$ cat config.mk
export PLATFORM = sky130hd
export DESIGN_NAME = countdown_timer
export DESIGN_NICKNAME = d
export VERILOG_FILES = /design/src/rtl/countdown_timer.sv
export SDC_FILE = /design/constraint.sdc
export NUM_CORES = 1
export LEC_CHECK = 0
export CORE_ASPECT_RATIO = 0.75
export CORE_MARGIN = 4
export CORE_UTILIZATION = 70
export CTS_BUF_LIST = sky130_fd_sc_hd__clkbuf_4 sky130_fd_sc_hd__clkbuf_8
export CTS_CLUSTER_DIAMETER = 40
export DETAILED_ROUTE_END_ITERATION = 10
export DONT_BUFFER_PORTS = 1
export GPL_ROUTABILITY_DRIVEN = 0
export PLACE_DENSITY = 0.84
export REMOVE_ABC_BUFFERS = 1
export SLEW_MARGIN = 40
export SYNTH_ARGS = -nofsm -noshare
export SYNTH_HDL_FRONTEND = slang
export SYNTH_SLANG_ARGS = --single-unit
$ cat constraint.sdc
create_clock -name clk -period 4.8 [get_ports clk]
set_clock_uncertainty 0.15 [all_clocks]
set_input_delay 0.24 -clock clk [delete_from_list [all_inputs] [get_ports clk]]
set_output_delay 0.24 -clock clk [all_outputs]
set_load 0.02 [all_outputs]
$ cat src/rtl/countdown_timer.sv
// countdown_timer: MM:SS BCD countdown driven by a 1 Hz one-cycle tick, with expiry flag/pulse.
// Latency: an event sampled at edge N is visible on every output from cycle N+1 (tick-to-display = 1 clk).
// Backpressure: none; every input is a single-cycle request, lower-priority requests in the same cycle are dropped.
//
// Ports:
//   clk, rst        - single clock, synchronous active-high reset
//   tick            - one elapsed second (pulse)
//   load/load_value - load request with BCD {min_tens, min_ones, sec_tens, sec_ones}
//   start/pause     - run control; clear returns to 00:00 / IDLE
//   digits          - current BCD value
//   running/expired - state is RUN / DONE
//   done/err        - one-cycle pulses on expiry / rejected load
module countdown_timer #(
    parameter bit AUTO_RELOAD = 1'b0
) (
    input  logic        clk,
    input  logic        rst,
    input  logic        tick,
    input  logic        load,
    input  logic [15:0] load_value,
    input  logic        start,
    input  logic        pause,
    input  logic        clear,
    output logic [15:0] digits,
    output logic        running,
    output logic        expired,
    output logic        done,
    output logic        err
);

    typedef enum logic [1:0] {
        IDLE  = 2'd0,
        RUN   = 2'd1,
        PAUSE = 2'd2,
        DONE  = 2'd3
    } state_t;

    state_t      state, state_d;
    logic [15:0] rl, rl_d;
    logic [15:0] digits_d;
    logic        done_d, err_d;
    logic        load_ok;

    // One-second BCD decrement. Only used when the value is non-zero, so
    // min_tens never needs to borrow.
    function automatic logic [15:0] bcd_dec(input logic [15:0] v);
        logic [3:0] m10, m1, s10, s1;
        {m10, m1, s10, s1} = v;
        if (s1 != 4'd0) begin
            s1 = s1 - 4'd1;
        end else begin
            s1 = 4'd9;
            if (s10 != 4'd0) begin
                s10 = s10 - 4'd1;
            end else begin
                s10 = 4'd5;
                if (m1 != 4'd0) begin
                    m1 = m1 - 4'd1;
                end else begin
                    m1  = 4'd9;
                    m10 = m10 - 4'd1;
                end
            end
        end
        return {m10, m1, s10, s1};
    endfunction

    assign load_ok = (load_value[15:12] <= 4'd9) && (load_value[11:8] <= 4'd9) &&
                     (load_value[7:4]   <= 4'd5) && (load_value[3:0]  <= 4'd9);

    // Priority chain: each branch only fires when its request is applicable in
    // the current state, so e.g. a load during RUN falls through to pause/tick.
    always_comb begin
        state_d  = state;
        digits_d = digits;
        rl_d     = rl;
        done_d   = 1'b0;
        err_d    = 1'b0;
        if (clear) begin
            digits_d = 16'h0000;
            rl_d     = 16'h0000;
            state_d  = IDLE;
        end else if (load && state != RUN) begin
            if (load_ok) begin
                digits_d = load_value;
                rl_d     = load_value;
                state_d  = IDLE;
            end else begin
                err_d = 1'b1;
            end
        end else if (pause && state == RUN) begin
            state_d = PAUSE;
        end else if (start && (state == IDLE || state == PAUSE) && digits != 16'h0000) begin
            state_d = RUN;
        end else if (tick && state == RUN) begin
            if (digits == 16'h0001) begin
                done_d = 1'b1;
                if (AUTO_RELOAD && rl != 16'h0000) begin
                    digits_d = rl;
                end else begin
                    digits_d = 16'h0000;
                    state_d  = DONE;
                end
            end else begin
                digits_d = bcd_dec(digits);
            end
        end
    end

    // running/expired are registered from the next state so they line up with digits.
    always_ff @(posedge clk) begin
        if (rst) begin
            state   <= IDLE;
            rl      <= 16'h0000;
            digits  <= 16'h0000;
            running <= 1'b0;
            expired <= 1'b0;
            done    <= 1'b0;
            err     <= 1'b0;
        end else begin
            state   <= state_d;
            rl      <= rl_d;
            digits  <= digits_d;
            running <= (state_d == RUN);
            expired <= (state_d == DONE);
            done    <= done_d;
            err     <= err_d;
        end
    end

endmodule

# Word-level counts from Yosys, hierarchy flattened
# Cells that the tools add are included.
# word_totals
ff_bits,22
input_bits,23
output_inout_bits,20
word_cells,77
# classes
n_addsub,4
order_cmp,4
n_eq_ne,12
n_mux,24
bitwise,2
n_reduce_logical,22
# ops
cell,n
two-way mux 16 bit,6
two-way mux 4 bit,9
"equality test 16 x 1 -> 1 bit, second input constant",1
nonzero test 16 bit,1
"subtractor 4 x 1 -> 4 bit, second input constant",4
two-way mux 2 bit,7
"<= comparator 4 bit, second input constant",3
nonzero test 4 bit,3
"inequality test 3 bit, second input constant",3
logical AND 1 bit,8
AND reduction 7 bit,1
"inequality test 2 bit, second input constant",3
AND reduction 6 bit,1
OR reduction 6 bit,1
AND reduction 5 bit,1
"equality test 2 x 1 -> 1 bit, second input constant",2
"equality test 2 bit, second input constant",2
"<= comparator 4 x 3 -> 1 bit, second input constant",1
AND reduction 4 bit,1
OR reduction 3 bit,1
zero test 2 bit,1
two-way mux 1 bit,2
"inequality test 2 x 1 -> 1 bit, second input constant",1
inverter 1 bit,2
other kinds (3),3

# Logic depth before layout (Yosys ltp)
# Gate-level depths: netlist of the first run.
# logic_depth
ltp_word,9
depth_mapped,8
mapped_depth_nobuf,7

# Worst setup path after synthesis of the first run
# Ideal clock, no wire load.
# synth_path
kind,reg2reg
from,reg digits[8]
to,reg digits[7]
arrival_ns,2.177
slack_ns,2.356
stages_incl_launch_ff,9
period_less_slack_ns,2.444
path_cell_list,dfxtp_1 -> inv_1 -> ha_1 -> or3b_4 -> or4_4 -> buf_6 -> nand2_4 -> o211ai_1 -> a32o_1
# synth_via
elab_chain_len,6
word_cells_on_any_way,11
cone_classes,3 x eq/ne; 5 x mux; 3 x reduce/logical
# synth_rtl
element,line_no,rtl
from (decl),24,"output logic [15:0] digits,"
from (signal assigned),123,digits <= digits_d;
equality test 16 x 1 -> 1 bit,96,if (digits == 16'h0001) begin
two-way mux 16 bit,96,
two-way mux 16 bit,95,end else if (tick && state == RUN) begin
two-way mux 16 bit,93,end else if (start && (state == IDLE || state == PAUSE) && digits != 16'h0000) begin
two-way mux 16 bit,91,end else if (pause && state == RUN) begin
two-way mux 16 bit,83,end else if (load && state != RUN) begin
# Parallel ways exist; a longest one is shown, timed or not. The select of a mux whose other input is x is not followed.
# A chain may end at the register's enable or synchronous reset.

# Worst setup path after layout of the first run
# layout_path
from,reg digits[8]
to,reg state[0]
# layout_via
elab_chain_len,7
word_cells_on_any_way,9
cone_classes,1 x eq/ne; 6 x mux; 2 x reduce/logical
# layout_rtl
element,line_no,rtl
equality test 16 x 1 -> 1 bit,96,
two-way mux 2 bit,96,
two-way mux 2 bit,95,
two-way mux 2 bit (*),93,
two-way mux 2 bit (*),91,
two-way mux 2 bit (*),83,
two-way mux 2 bit (*),79,if (clear) begin
to (signal assigned),121,state <= state_d;
to (decl),38,"state_t state, state_d;"
# Mark *: on every way between the ends. The rest lies on a longest branch, timed or not.

==> results.toml, run 1 <==
[run_status]
outcome = "finished, final reports clean"

[timing]
tns_ns = 0
relSlewSlack = 0.5525
drv_slew = 0
hold_violations = 0
fmax_ghz = 0.3727
tightest_slew_ns = 0.6712
rsz0062_at_grt = "no"
setup_violations = 0
period_share = 0.5590
period_needed_ns = 2.683

[grt]
overflow = 0
grt_pass1_wl_mm = 6.334
grt.total_usage = 0.2921
grt_max_degree = 19
grt_pass1_vias = 1368
antenna_found_initial = 0

[clock_network]
clock_tree.buffer_depth = 2
clkSlewWorstSetupHoldPaths_ns = 0.13
cts_tree = "built"
post-cts-setup-buffers = 0
cts_buffers = 3
cts_resized = 0
clk_latency_ns = 0.32
htree_levels = 1
cts_root_buf = "clkbuf_4"
cts.sinks = 22
ctsHoldBuffers = 8

[finish]
fillers = 142
drive_above_1_share = 0.1290
fin_area_sq_um = 1628
nets = 217
syn2layout_area_growth_pct = 7.877
num_antenna_cells = 0

[drt]
totalWireLength_mm = 4.087
drt_iter0_drc = 99
vias_per_cell = 7.319
final_antenna_net_count = 0
drc_errors = 0
post_drt_wl_per_cell_um = 19.46
dr.pass1.iters = 5
vias = 1537

[synthesis]
syn_inst = 182
synth_edf_count = 0
async_flop_share = 0
yosysTopAreaCell = "dfxtp_1"
yosysSeqAreaShare = 0.2919
synth_common_cells = "dfxtp_1, a21oi_1, nand2_1, o21ai_0"
yosysWarningCount = 0
synth-seq-cells = 22
synth_top_cell_area_share = 0.2919
synth_area_leaders = "dfxtp_1, a21oi_1, ha_1"
synth.most_common_cell = "dfxtp_1"
synthDistinctLibCells = 52
avgSynthCellArea_sq_um = 8.291
syn-cell-area_sq_um = 1509
synth-main-ff-cell = "dfxtp_1"

[die]
rows = 14
die_height_um = 48.21
die_w_um = 61.61
dieArea_sq_um = 2970
io_pins = 43
initial_core_util = 0.7426
core_area_sq_um = 2032

[critical_path]
rr_endpoint = "state[0]"
critPathKind = "register to register"
startpoint = "digits[8]"
crit_chain = "inv_1, ha_1, or3b_4, nor3_1, a211o_1, a221oi_1, dlygate4sd3_1"
cp_num_buf_inv = 2
worstPathRequired_ns = 4.92
cp_top_family = "buffers and inverters"
cp-start-kind = "register"
arrival_ns = 2.81
endpoint = "state[0]"
ff2ff_setup_slack_ns = 2.12
worstSetupPathDepth = 7
critPathMaxStageDelay_ns = 0.60
crit_fanout = 5
cp_slowest_cell = "dlygate4sd3_1"
crit_path_end_kind = "register"
worst-r2r-cell-count = 7
r2r_start = "digits[8]"

[worst_hold_path]
hold_path_startpoint = "load_value[9]"
hold_class = "input pin to register"

[placed_design]
portBuffers = 0
hpwl_mm = 2.824
postPlaceCellArea_sq_um = 1504

[pwr]
p_per_area_nw_per_um2 = 219.0
p_leak_nw = 0.5878
vdd_drop_max_mv = 0.2017

[job]
cap_violations = 0
-- power by group --
group | switching, mW | leakage (nW) | internal, mW | total, mW
registers | 0.00552 | 0.178 | 0.185 | 0.191
clock network | 0.0618 | 0.0210 | 0.0464 | 0.108
logic | 0.0345 | 0.389 | 0.0232 | 0.0577
-- worst register-to-register path, stage by stage, from the launching register on --
cell           delay (ns)
dfxtp_1              0.52
inv_1                0.14
ha_1                 0.25
or3b_4               0.27
nor3_1               0.07
a211o_1              0.30
a221oi_1             0.34
dlygate4sd3_1        0.60
-- registers in the layout (all words and copies together) (netlist names) --
signal,cells
digits,16
state,2
done,1
err,1
expired,1
running,1
-- logic make-up after synthesis --
family	count (synthesis)	synth area share
compound gates	66	0.3184
buf+inv	19	0.05307
fa+ha+maj	7	0.05804
flops	22	0.2919
mux	3	0.01990
simple gates	64	0.2529
xor+xnor	1	0.005805
-- per-layer routing --
layer	GRT usage	routed length, um	vias up
li1	-	-	692
met1	0.3693	1595	704
met2	0.4614	1847	119
met3	0.1138	540	22
met4	0.09746	103	0
met5	0	0	-
-- layout by cell type (no fill, tap or decap), types with 3 or more instances in the layout --
master / instances
nor2b_1: 6
a221oi_1: 3
nand3_1: 3
dlygate4sd3_1: 8
nor3_1: 10
a21oi_1: 21
o21ai_0: 11
ha_1: 7
nor2_1: 5
o31ai_1: 5
nand2_1: 12
dfxtp_1: 22
a211oi_2: 3
nand2b_1: 5
inv_1: 10
clkbuf_4: 3
mux2i_1: 3
a32oi_1: 3
-- stage by stage --
| stage | util | setup WS (ns) | hold WS (ns) | instances | power [mW] |
|---|---|---|---|---|---|
| after floorplan | - | 2.379 | 0.2246 | 173 | 0.2335 |
| after global placement | 0.7401 | 2.289 | 0.2291 | 198 | 0.2434 |
| after detailed placement | 0.7401 | 2.244 | 0.2395 | 198 | 0.2446 |
| after CTS | 0.7974 | 2.112 | 0.01933 | 210 | 0.3524 |
| after global routing | 0.8011 | 1.992 | 0.04001 | 210 | 0.3695 |
| final | 0.8011 | 2.117 | 0.02790 | 210 | 0.3565 |
-- how the worst min path moves through the flow --
stage	end	slack, ns	depth (start not counted)
3_3_place_gp	digits[1]	0.23	2
2_1_floorplan	digits[1]	0.22	2
4_1_cts	state[1]	0.02	2
6_report	digits[9]	0.03	2
3_5_place_dp	digits[1]	0.24	2
5_1_grt	digits[13]	0.04	4
-- final cells by class --
| type | instances | area, sq um | area share |
|---|---|---|---|
| clock buffer | 4 | 36.28 | 0.02229 |
| multi-input combinational | 141 | 996.0 | 0.6118 |
| inverter | 10 | 37.54 | 0.02306 |
| tap | 24 | 30.03 | 0.01845 |
| timing repair buffer | 9 | 87.58 | 0.05380 |
| sequential | 22 | 440.4 | 0.2706 |
Power figures use the tool's default switching activity.
==> inputs of run 2 (changes only) <==
Settings changed: CORE_UTILIZATION 70 to 65, PLACE_DENSITY 0.84 to 0.79.
Clock period 4.8 ns to 2.7 ns, I/O delays scaled along.
==> run 2 against run 1 <==
Effect of this change:
- flip-flop and latch count is the same
- core utilization grew 7.0 points
- critical path depth did not move
- count of clock-buffer cells in the layout is 1 lower
- setup slack worse by 2.1 ns
- sequential power rose by 76%
- first-iteration DRC count rose to 3.3 times the previous value
- final area increased by 13%
- combinational power rose by 130%
- power grew 75%
- cell count increased by 10%
- clock power grew 43%
- critical endpoint unchanged
==> results.toml, run 2 (synthesized netlist as in run 1, its figures left out) <==
[critical_path]
crit_path_end_kind = "register"
r2r_start = "digits[13]"
worstPathRequired_ns = 2.81
crit_fanout = 4
critPathKind = "register to register"
startpoint = "digits[13]"
arrival_ns = 2.77
cp-start-kind = "register"

[clock_network]
clk_latency_ns = 0.31
cts.sinks = 22
clock_tree.buffer_depth = 2
cts_tree = "built"
clkSlewWorstSetupHoldPaths_ns = 0.12
post-cts-setup-buffers = 0
cts_root_buf = "clkbuf_4"
cts_buffers = 3
htree_levels = 1

[placed_design]
portBuffers = 0
pre_cts_ws_ns = 0.2158
hpwl_mm = 3.005
dp.cells = 207

[drt]
vias = 1634
drc_errors = 0
drt_iter0_drc = 322
dr.pass1.iters = 5
post_drt_wl_per_cell_um = 20.84
vias_per_cell = 7.043
totalWireLength_mm = 4.834
final_antenna_net_count = 0

[timing]
worst_slack_ns = 0.04069
fmax_ghz = 0.3760
relSlewSlack = 0.4902
drv_slew = 0
setup_violations = 0
period_needed_ns = 2.659
hold_violations = 0
period_share = 0.9849
tightest_slew_ns = 0.7643

[grt]
grt.total_usage = 0.2914
grt_pass1_vias = 1519
overflow = 0
antenna_found_initial = 0
grt_max_degree = 15
grt_pass1_wl_mm = 7.293

[pwr]
power.net_switching_mw = 0.1824
netSwitchingFraction = 0.2926
combPwrFrac = 0.214
p_per_area_nw_per_um2 = 340.4
p_leak_nw = 0.6912
clkPwrFrac = 0.247
power_mw = 0.6235
p_int_mw = 0.4410
vdd_drop_max_mv = 0.2210
pwr-share-seq = 0.539

[run_status]
outcome = "finished, final reports clean"

[finish]
reg.largest.list = "digits x16, state x2"
nets = 240
largest_register_ffs = 16
final_cell_count_no_fill = 232
syn2layout_area_growth_pct = 21.39
final_cell_mix = "dlygate4sd3_1, a21oi_1, dfxtp_1"
fillers = 104
final_common_cell = "dlygate4sd3_1"
num_antenna_cells = 0
largest_register = "digits"
drive_above_1_share = 0.1587

[worst_hold_path]
hold_path_startpoint = "tick"
hold_class = "input pin to register"

[die]
initial_core_util = 0.7179
die_w_um = 63.64
die_height_um = 49.73
dieArea_sq_um = 3164
io_pins = 43
core_area_sq_um = 2102
rows = 14

[job]
cap_violations = 0
run 2: timing repair:
item	CTS	global route
hold buffers	19	3
gates resized for setup	0	2
endpoints found under the setup margin	0	1
endpoints found under the hold margin	20	7
run 2: area by class of cell:
class                      count  area, sq um  area share
inverter                      10        37.54     0.02049
clock buffer                   3        22.52     0.01230
timing repair buffer          32        307.8      0.1680
multi-input combinational    141        991.0      0.5410
sequential                    22        442.9      0.2418
tap                           24        30.03     0.01639
run 2: path summary, 6_finish.rpt:
kind | to | slack [ns] | cells after the start
worst min-delay path | done | 0.02 | 3
worst max register to register | state[0] | 0.04 | 7
worst max-delay path | state[0] | 0.04 | 7
worst min register to register | digits[5] | 0.45 | 2
run 2: per-stage QoR:
step | area (sq um) | util | setup TNS, ns | hold slack [ns]
3_5_place_dp | 1584 | 0.7536 | 0 | 0.1305
5_1_grt | 1832 | 0.8714 | -0.08233 | 0.01256
4_1_cts | 1797 | 0.8548 | 0 | 0.001571
6_report | 1832 | 0.8714 | 0 | 0.02327
3_3_place_gp | 1584 | 0.7536 | 0 | 0.1279
2_1_floorplan | 1466 | - | 0 | 0.1196
run 2: worst max-delay path, cell delays in order (launching register included):
cell and delay [ns]:
dfxtp_1 0.50, inv_1 0.08, ha_1 0.22, or3b_1 0.25
nor3_1 0.08, a211o_1 0.30, a221oi_1 0.42, dlygate4sd3_1 0.61
run 2: metal layers:
metal  up-vias  share of wire  GRT usage
li1        735              -          -
met1       741           0.38     0.3715
met2       140           0.48     0.4801
met3        18           0.12    0.08409
met4         0          0.018    0.07885
met5         -              0          0
run 2: power by group through the flow:
stage,clock network [mW],logic (mW),registers (mW)
2_1_floorplan,0,0.0708,0.344
3_5_place_dp,0,0.0992,0.343
5_1_grt,0.170,0.143,0.337
6_report,0.154,0.134,0.336
3_3_place_gp,0,0.0974,0.343
4_1_cts,0.152,0.123,0.336
==> inputs of run 3 (changes only) <==
Settings changed: RECOVER_POWER set to 100.
==> run 3 against run 2 <==
Effect of this change:
- non-clock buffer count unchanged
- register-to-register slack about the same
- power down 0.15%
- via count grew 1.2%
- critical path depth is the same
- final area fell by 1.0%
- combinational power hardly changed
- worst hold slack improved by 0.0069 ns
- global-route usage unchanged
==> results.toml, run 3 (synthesized netlist as in run 1, its figures left out) <==
[timing]
period_share = 0.9861
period_needed_ns = 2.662
relSlewSlack = 0.4914
setup_violations = 0
fmax_ghz = 0.3756
hold_violations = 0
drv_slew = 0
hold_slack_ns = 0.03022
tightest_slew_ns = 0.7625

[drt]
drc_errors = 0
dr.pass1.iters = 5
post_drt_wl_per_cell_um = 20.69
final_antenna_net_count = 0
totalWireLength_mm = 4.801
vias = 1654
drt_iter0_drc = 328
vias_per_cell = 7.129

[die]
initial_core_util = 0.7179
core_area_sq_um = 2102
io_pins = 43
dieArea_sq_um = 3164
die_height_um = 49.73
rows = 14
die_w_um = 63.64

[clock_network]
clk_latency_ns = 0.31
cts_root_buf = "clkbuf_4"
htree_levels = 1
post-cts-setup-buffers = 0
clock_tree.buffer_depth = 2
cts.sinks = 22
cts_tree = "built"
clkSlewWorstSetupHoldPaths_ns = 0.12
cts_buffers = 3

[critical_path]
arrival_ns = 2.78
crit_path_end_kind = "register"
critPathKind = "register to register"
worstPathRequired_ns = 2.81
crit_fanout = 4
cp-start-kind = "register"

[grt]
grt_use_met2 = 0.4801
grtUsageMet1 = 0.3715
antenna_found_initial = 0
overflow = 0
busiest_layer = "met2"
grt_pass1_wl_mm = 7.293
grt_max_degree = 15
grt.total_usage = 0.2914
grt_pass1_vias = 1519
grt_use_met3 = 0.08409

[worst_hold_path]
hold_class = "input pin to register"

[finish]
num_antenna_cells = 0
final_cell_mix = "dlygate4sd3_1, a21oi_1, dfxtp_1"
largest_register_ffs = 16
syn2layout_area_growth_pct = 20.15
nets = 240
final_common_cell = "dlygate4sd3_1"
drive_above_1_share = 0.1346
fillers = 110
reg.largest.list = "digits x16, state x2"
post-route-util = 0.8625
largest_register = "digits"

[pwr]
p_per_area_nw_per_um2 = 343.4
vdd_drop_max_mv = 0.2202
clkPwrFrac = 0.247
pwr-share-seq = 0.540
netSwitchingFraction = 0.2929
p_leak_nw = 0.6699
combPwrFrac = 0.214
p_int_mw = 0.4402
power.net_switching_mw = 0.1823

[placed_design]
portBuffers = 0
hpwl_mm = 3.005

[run_status]
outcome = "finished, final reports clean"

[job]
cap_violations = 0
==> run 3: area by class of cell <==
type                            instances  area, sq um  area share
Multi-Input combinational cell        141        991.0      0.5466
Clock buffer                            3        22.52     0.01242
Tap cell                               24        30.03     0.01656
Inverter                               10        37.54     0.02070
Timing Repair Buffer                   32        289.0      0.1594
Sequential cell                        22        442.9      0.2443
==> run 3: final timing paths <==
path,startpoint,end,slack (ns),depth (start not counted)
setup / recovery,digits[13],state[0],0.04,7
hold / removal,tick,done,0.03,3
setup reg to reg,digits[13],state[0],0.04,7
hold reg to reg,digits[5],digits[5],0.45,2
==> run 3: routing by layer <==
layer  up-vias  routed length [um]  part of all wire
met5         -                   0                 0
met4         0                 121             0.025
met2       146                2217              0.46
met1       748                1846              0.38
li1        738                   -                 -
met3        22                 615              0.13
==> run 3: worst max-delay path, stage by stage (launching register included) <==
cell and delay, ns:
dfxtp_1 0.50, inv_1 0.08, ha_1 0.22, or3b_1 0.24, nor3_1 0.08, a211o_1 0.30, a221oi_1 0.42, dlygate4sd3_1 0.61
==> run 3: power groups by stage <==
stage	combinational, mW	sequential (mW)	clock (mW)
floorplan	0.0708	0.344	0
global placement	0.0974	0.343	0
detailed placement	0.0992	0.343	0
CTS	0.123	0.336	0.152
global route	0.142	0.337	0.170
finish	0.133	0.336	0.154
==> run 3: timing repair <==
item | CTS | global route
hold buffers | 19 | 3
gates resized for setup | 0 | 2
setup endpoints to repair | 0 | 1
endpoints found under the hold margin | 20 | 7
==> run 3: stage by stage <==
| step | total power [mW] | setup slack, ns | std cells | setup TNS, ns | area, sq um |
|---|---|---|---|---|---|
| after detailed placement | 0.4423 | 0.2158 | 207 | 0 | 1584 |
| after CTS | 0.6099 | 0.1160 | 229 | 0 | 1797 |
| after global routing | 0.6489 | -0.08233 | 232 | -0.08233 | 1813 |
| final | 0.6225 | 0.03753 | 232 | 0 | 1813 |
| after floorplan | 0.4151 | 0.2786 | 173 | 0 | 1466 |
| after global placement | 0.4403 | 0.2781 | 207 | 0 | 1584 |
